$ cat src/rtl/alu_drv.sv
// Request/response driver for an external ALU32: registers operands, holds them stable and
// captures Sum/Cout ALU_LAT+1 cycles after accept. Result checking is enabled by ALU_DRV_CHECK_EN.
module alu_drv #(
    parameter int unsigned ALU_LAT = 1
) (
    input  logic        clk,
    input  logic        rst,
    input  logic        req_valid,
    output logic        req_ready,
    input  logic [2:0]  req_sel,
    input  logic [31:0] req_a,
    input  logic [31:0] req_b,
    input  logic        req_cin,
    input  logic [31:0] req_exp_sum,
    input  logic        req_exp_cout,
    output logic [2:0]  alu_sel,
    output logic [31:0] alu_a,
    output logic [31:0] alu_b,
    output logic        alu_cin,
    input  logic [31:0] alu_sum,
    input  logic        alu_cout,
    output logic        rsp_valid,
    input  logic        rsp_ready,
    output logic [31:0] rsp_sum,
    output logic        rsp_cout,
    output logic        rsp_mismatch,
    output logic [15:0] err_count,
    output logic        busy
);

    typedef enum logic [1:0] {IDLE, HOLD, RESP} state_t;

    // The counter value seen on the capture edge equals ALU_LAT (it starts at 0 on the first HOLD cycle).
    localparam logic [2:0] LAT_LAST = 3'(ALU_LAT);

    state_t      state_q, state_d;
    logic [2:0]  cnt_q, cnt_d;
    logic [2:0]  sel_q, sel_d;
    logic [31:0] a_q, a_d;
    logic [31:0] b_q, b_d;
    logic        cin_q, cin_d;
    logic [31:0] sum_q, sum_d;
    logic        cout_q, cout_d;
    logic        accept;
    logic        capture;

    assign accept  = (state_q == IDLE) && req_valid;
    assign capture = (state_q == HOLD) && (cnt_q == LAT_LAST);

    // NOTE: every next-state signal is given its hold value first, so no path can infer a latch.
    always_comb begin
        state_d = state_q;
        cnt_d   = cnt_q;
        sel_d   = sel_q;
        a_d     = a_q;
        b_d     = b_q;
        cin_d   = cin_q;
        sum_d   = sum_q;
        cout_d  = cout_q;
        unique case (state_q)
            IDLE: begin
                if (accept) begin
                    state_d = HOLD;
                    cnt_d   = 3'd0;
                    sel_d   = req_sel;
                    a_d     = req_a;
                    b_d     = req_b;
                    cin_d   = req_cin;
                end
            end
            HOLD: begin
                if (capture) begin
                    state_d = RESP;
                    sum_d   = alu_sum;
                    cout_d  = alu_cout;
                end else begin
                    cnt_d = cnt_q + 3'd1;
                end
            end
            RESP: begin
                if (rsp_ready) begin
                    state_d = IDLE;
                end
            end
            default: state_d = IDLE;
        endcase
    end

    // NOTE: state updates use non-blocking assignments; reset is synchronous and wins over every other event.
    always_ff @(posedge clk) begin
        if (rst) begin
            state_q <= IDLE;
            cnt_q   <= 3'd0;
            sel_q   <= 3'd0;
            a_q     <= 32'd0;
            b_q     <= 32'd0;
            cin_q   <= 1'b0;
            sum_q   <= 32'd0;
            cout_q  <= 1'b0;
        end else begin
            state_q <= state_d;
            cnt_q   <= cnt_d;
            sel_q   <= sel_d;
            a_q     <= a_d;
            b_q     <= b_d;
            cin_q   <= cin_d;
            sum_q   <= sum_d;
            cout_q  <= cout_d;
        end
    end

    assign req_ready = (state_q == IDLE);
    assign rsp_valid = (state_q == RESP);
    assign busy      = (state_q != IDLE);
    assign alu_sel   = sel_q;
    assign alu_a     = a_q;
    assign alu_b     = b_q;
    assign alu_cin   = cin_q;
    assign rsp_sum   = sum_q;
    assign rsp_cout  = cout_q;

`ifdef ALU_DRV_CHECK_EN
    logic [31:0] exp_sum_q, exp_sum_d;
    logic        exp_cout_q, exp_cout_d;
    logic        mis_q, mis_d;
    logic [15:0] err_q, err_d;
    logic        diff;

    assign diff = (alu_sum != exp_sum_q) || (alu_cout != exp_cout_q);

    always_comb begin
        exp_sum_d  = exp_sum_q;
        exp_cout_d = exp_cout_q;
        mis_d      = mis_q;
        err_d      = err_q;
        if (accept) begin
            exp_sum_d  = req_exp_sum;
            exp_cout_d = req_exp_cout;
        end
        if (capture) begin
            mis_d = diff;
            if (diff && (err_q != 16'hFFFF)) begin
                err_d = err_q + 16'd1;
            end
        end
    end

    always_ff @(posedge clk) begin
        if (rst) begin
            exp_sum_q  <= 32'd0;
            exp_cout_q <= 1'b0;
            mis_q      <= 1'b0;
            err_q      <= 16'd0;
        end else begin
            exp_sum_q  <= exp_sum_d;
            exp_cout_q <= exp_cout_d;
            mis_q      <= mis_d;
            err_q      <= err_d;
        end
    end

    assign rsp_mismatch = mis_q;
    assign err_count    = err_q;
`else
    // Expected values are not consumed when checking is compiled out.
    logic unused_exp;
    assign unused_exp   = ^{req_exp_sum, req_exp_cout};
    assign rsp_mismatch = 1'b0;
    assign err_count    = 16'd0;
`endif

endmodule

$ cat config.mk
export PLATFORM = sky130hd
export DESIGN_NAME = alu_drv
export DESIGN_NICKNAME = d
export VERILOG_FILES = /design/src/rtl/alu_drv.sv
export SDC_FILE = /design/constraint.sdc
export NUM_CORES = 1
export LEC_CHECK = 0
export ABC_AREA = 1
export CAP_MARGIN = 20
export CELL_PAD_IN_SITES_DETAIL_PLACEMENT = 1
export CELL_PAD_IN_SITES_GLOBAL_PLACEMENT = 2
export CORE_MARGIN = 5
export CORE_UTILIZATION = 20
export DETAILED_ROUTE_END_ITERATION = 6
export PLACE_DENSITY_LB_ADDON = 0.1
export RECOVER_POWER = 100
export SYNTH_ARGS = -nofsm -noshare
export SYNTH_HDL_FRONTEND = slang
export SYNTH_SLANG_ARGS = --single-unit
$ cat constraint.sdc
create_clock -name clk -period 2 [get_ports clk]
set_clock_uncertainty 0.1 [all_clocks]
set_input_delay 0.4 -clock clk [delete_from_list [all_inputs] [get_ports clk]]
set_output_delay 0.4 -clock clk [all_outputs]
set_load 0.02 [all_outputs]
==> results.py <==
metrics = {
    "outcome": {
        "status": "completed",
    },
    "power": {
        "ir_drop_mv": 0.388,
        "leakage_nw": 2.70,
        "p_per_area_nw_per_um2": 810,
    },
    "yosys": {
        "synth_enable_flop_cells": 0,
        "synth_top_area_share_pct": 53.4,
        "yosys.area.top_type": "dfxtp_1",
        "synth_area_um2": 3970,
        "ys_ff_latch": 106,
        "synth.most_common_cell": "nor2_1",
        "synth_simple_gate_area_share_pct": 23.1,
        "synth_common_cells": "nor2_1, dfxtp_1, o21ai_0, nand2_1, a21oi_1",
        "yosysSeqAreaShare_pct": 53.4,
        "synth_top_family_by_area": "simple AND/OR/NAND/NOR gates",
        "synth_compound_area_share_pct": 13.3,
        "synthAdderAreaFrac_pct": 0.630,
        "yosys.cell_types.count": 19,
        "ys_async_sr_fraction_pct": 0,
        "syn-instance-count": 499,
        "synth-xor-area-share_pct": 0,
        "synth.area.mux_share_pct": 0,
        "yosysWarnings": 0,
        "ys.flop_type": "dfxtp_1",
        "yosys-top-cells-area": "dfxtp_1, nor2_1, o21ai_0",
        "syn_area_per_cell_um2": 7.96,
    },
    "setup_path": {
        "cp_top_family": "buffers and inverters",
        "cp_max_fo": 2,
        "end_kind": "output pin",
        "cp_data_arrival_time_ns": 1.39,
        "cp_cell_sequence": "dlygate4sd3_1",
        "slowest_stage": "dlygate4sd3_1",
        "critPathLaunchType": "flip-flop",
        "required_ns": 1.50,
        "worst-setup-path-type": "flip-flop to output pin",
        "slowest_delay_ns": 0.72,
        "crit_buf_inv": 1,
    },
    "cts": {
        "clock_latency_ns": 0.34,
        "clkTransAtPathRegs_ns": 0.07,
        "cts_tree": "done",
        "max-clock-path-buffers": 2,
        "numClockSinks": 106,
        "cts_made_buffers": 9,
        "cts_setup_buffers": 0,
        "cts_root_buf": "clkbuf_16",
        "ctsHtreeMaxLevel": 3,
    },
    "final_layout": {
        "stdcell_area_um2": 6480,
        "area_growth_pct": 63.1,
        "drive_gt1_share_pct": 4.58,
        "insertedDiodeCount": 0,
        "final.fill_count": 2319,
        "nets": 834,
    },
    "detailed_routing": {
        "drt_first_iter_violations": 144,
        "routedWlPerCell_um": 15.0,
        "viasPerCell": 4.01,
        "drc": 0,
        "antenna_left": 0,
        "totalWireLength_mm": 14.5,
        "vias": 3867,
        "first_pass_iters": 4,
    },
    "place": {
        "placed_area_um2": 6230,
        "dpl.hpwl_mm": 10.5,
        "numPortBuffers": 208,
        "place_congestion": 0.665,
    },
    "global_route": {
        "grt_pass1_vias": 4006,
        "grt_usage_pct": 12.5,
        "grt_pass1_wl_mm": 22.1,
        "antenna_found_initial": 0,
        "grt_start_max_net_pins": 57,
        "grtUsageMet1_pct": 14.0,
        "grt_overflow": 0,
        "met2_usage_pct": 20.7,
        "grt-busiest-layer": "met2",
        "use_met3_pct": 6.22,
    },
    "floorplan": {
        "die_height_um": 151,
        "die_x_um": 151,
        "io_pins": 259,
        "rows": 51,
        "start_util_pct": 20.4,
        "coreArea_um2": 19500,
        "dieArea_um2": 22800,
    },
    "timing": {
        "fin_crit_ns": 1.89,
        "post-route-period-util_pct": 94.5,
        "grt_setup_unrepaired": "false",
        "tightest_slew_ns": 0.651,
        "hold_violations": 0,
        "setup_violations": 0,
        "max_clock_freq_mhz": 529,
        "fin_tns_setup_ns": 0,
        "maxSlewViolCount": 0,
        "slew_headroom_pct": 56.4,
    },
    "flow_run": {
        "drv_cap": 0,
    },
    "worst_hold_path": {
        "min_path_type": "flip-flop to flip-flop",
    },
}
-- kinds of logic after synthesis --
kind of cell	after synthesis
and+or+nand+nor	225
buffers and inverters	60
adders and majority gates	2
AOI/OAI and AO/OA	105
DFF	106
other	1
-- final timing paths --
path | start | to | slack (ns) | cells past startpoint
max | alu_sel[1]$_SDFFE_PP0P_ | alu_sel[1] | 0.11 | 1
min | rsp_sum[27]$_SDFFE_PP0P_ | rsp_sum[27]$_SDFFE_PP0P_ | 0.36 | 2
max reg2reg | state_q[0]$_SDFFE_PP0P_ | rsp_sum[29]$_SDFFE_PP0P_ | 0.18 | 5
min reg2reg | rsp_sum[27]$_SDFFE_PP0P_ | rsp_sum[27]$_SDFFE_PP0P_ | 0.36 | 2
-- cells in the final DEF, fill, tap and decap left out --
cell	synthesis	layout
a21oi_1	35	35
a21oi_2	1	1
buf_12	0	2
buf_4	17	7
clkbuf_1	15	1
clkbuf_16	0	9
clkbuf_2	0	1
clkbuf_4	0	1
clkbuf_8	0	2
clkdlybuf4s50_1	0	104
clkinv_2	0	2
clkinv_4	0	1
clkinvlp_4	0	1
conb_1	1	17
dfxtp_1	106	106
dlygate4sd2_1	0	3
dlygate4sd3_1	0	101
ha_1	2	2
inv_1	6	7
inv_2	3	2
nand2_1	43	44
nand2_4	2	2
nand3_1	34	34
nor2_1	143	144
nor2_4	2	1
o21ai_0	69	69
-- state kept, by name (all words and copies together), names as in the netlist --
signal and flops:
cnt_q 3, rsp_sum 32, alu_a 32, rsp_cout 1, alu_sel 3, state_q 2, alu_b 32, alu_cin 1
-- routing by layer --
metal / wire length (um) / vias to the layer above
met1: 5720 / 1768
li1: - / 1960
met5: 0 / -
met3: 1480 / 13
met4: 233 / 0
met2: 7020 / 126
-- cell type report --
class                      instances  area, um^2  share of cell area, %
sequential                       106        2120                   32.7
clock inverter                     4        26.3                  0.405
inverter                           9        33.8                  0.521
timing repair buffer             219        2180                   33.7
clock buffer                      12         256                   3.96
tap                              265         332                   5.12
multi-input combinational        349        1530                   23.6
-- metrics by stage --
| step | utilization [%] | power, mW | worst slack, ns | hold WS [ns] | instances |
|---|---|---|---|---|---|
| after global routing | 33.2 | 5.56 | 0.0150 | 0.379 | 964 |
| after global placement | 31.9 | 3.67 | 0.179 | 0.349 | 948 |
| after floorplan | - | 3.05 | 0.682 | 0.358 | 515 |
| after CTS | 33.3 | 5.47 | 0.0524 | 0.365 | 964 |
| final | 33.2 | 5.25 | 0.110 | 0.359 | 964 |
| after detailed placement | 31.9 | 3.70 | 0.155 | 0.354 | 948 |
-- repair_timing --
action	CTS	global route
gates resized for setup	3	1
endpoints found under the setup margin	3	1
hold buffers	0	0
-- power by group --
part           switching [mW]  internal, mW
sequential             0.0792          2.27
combinational           0.661         0.527
clock                   0.797         0.913
Note: power is estimated with default switching activity, not from simulation.
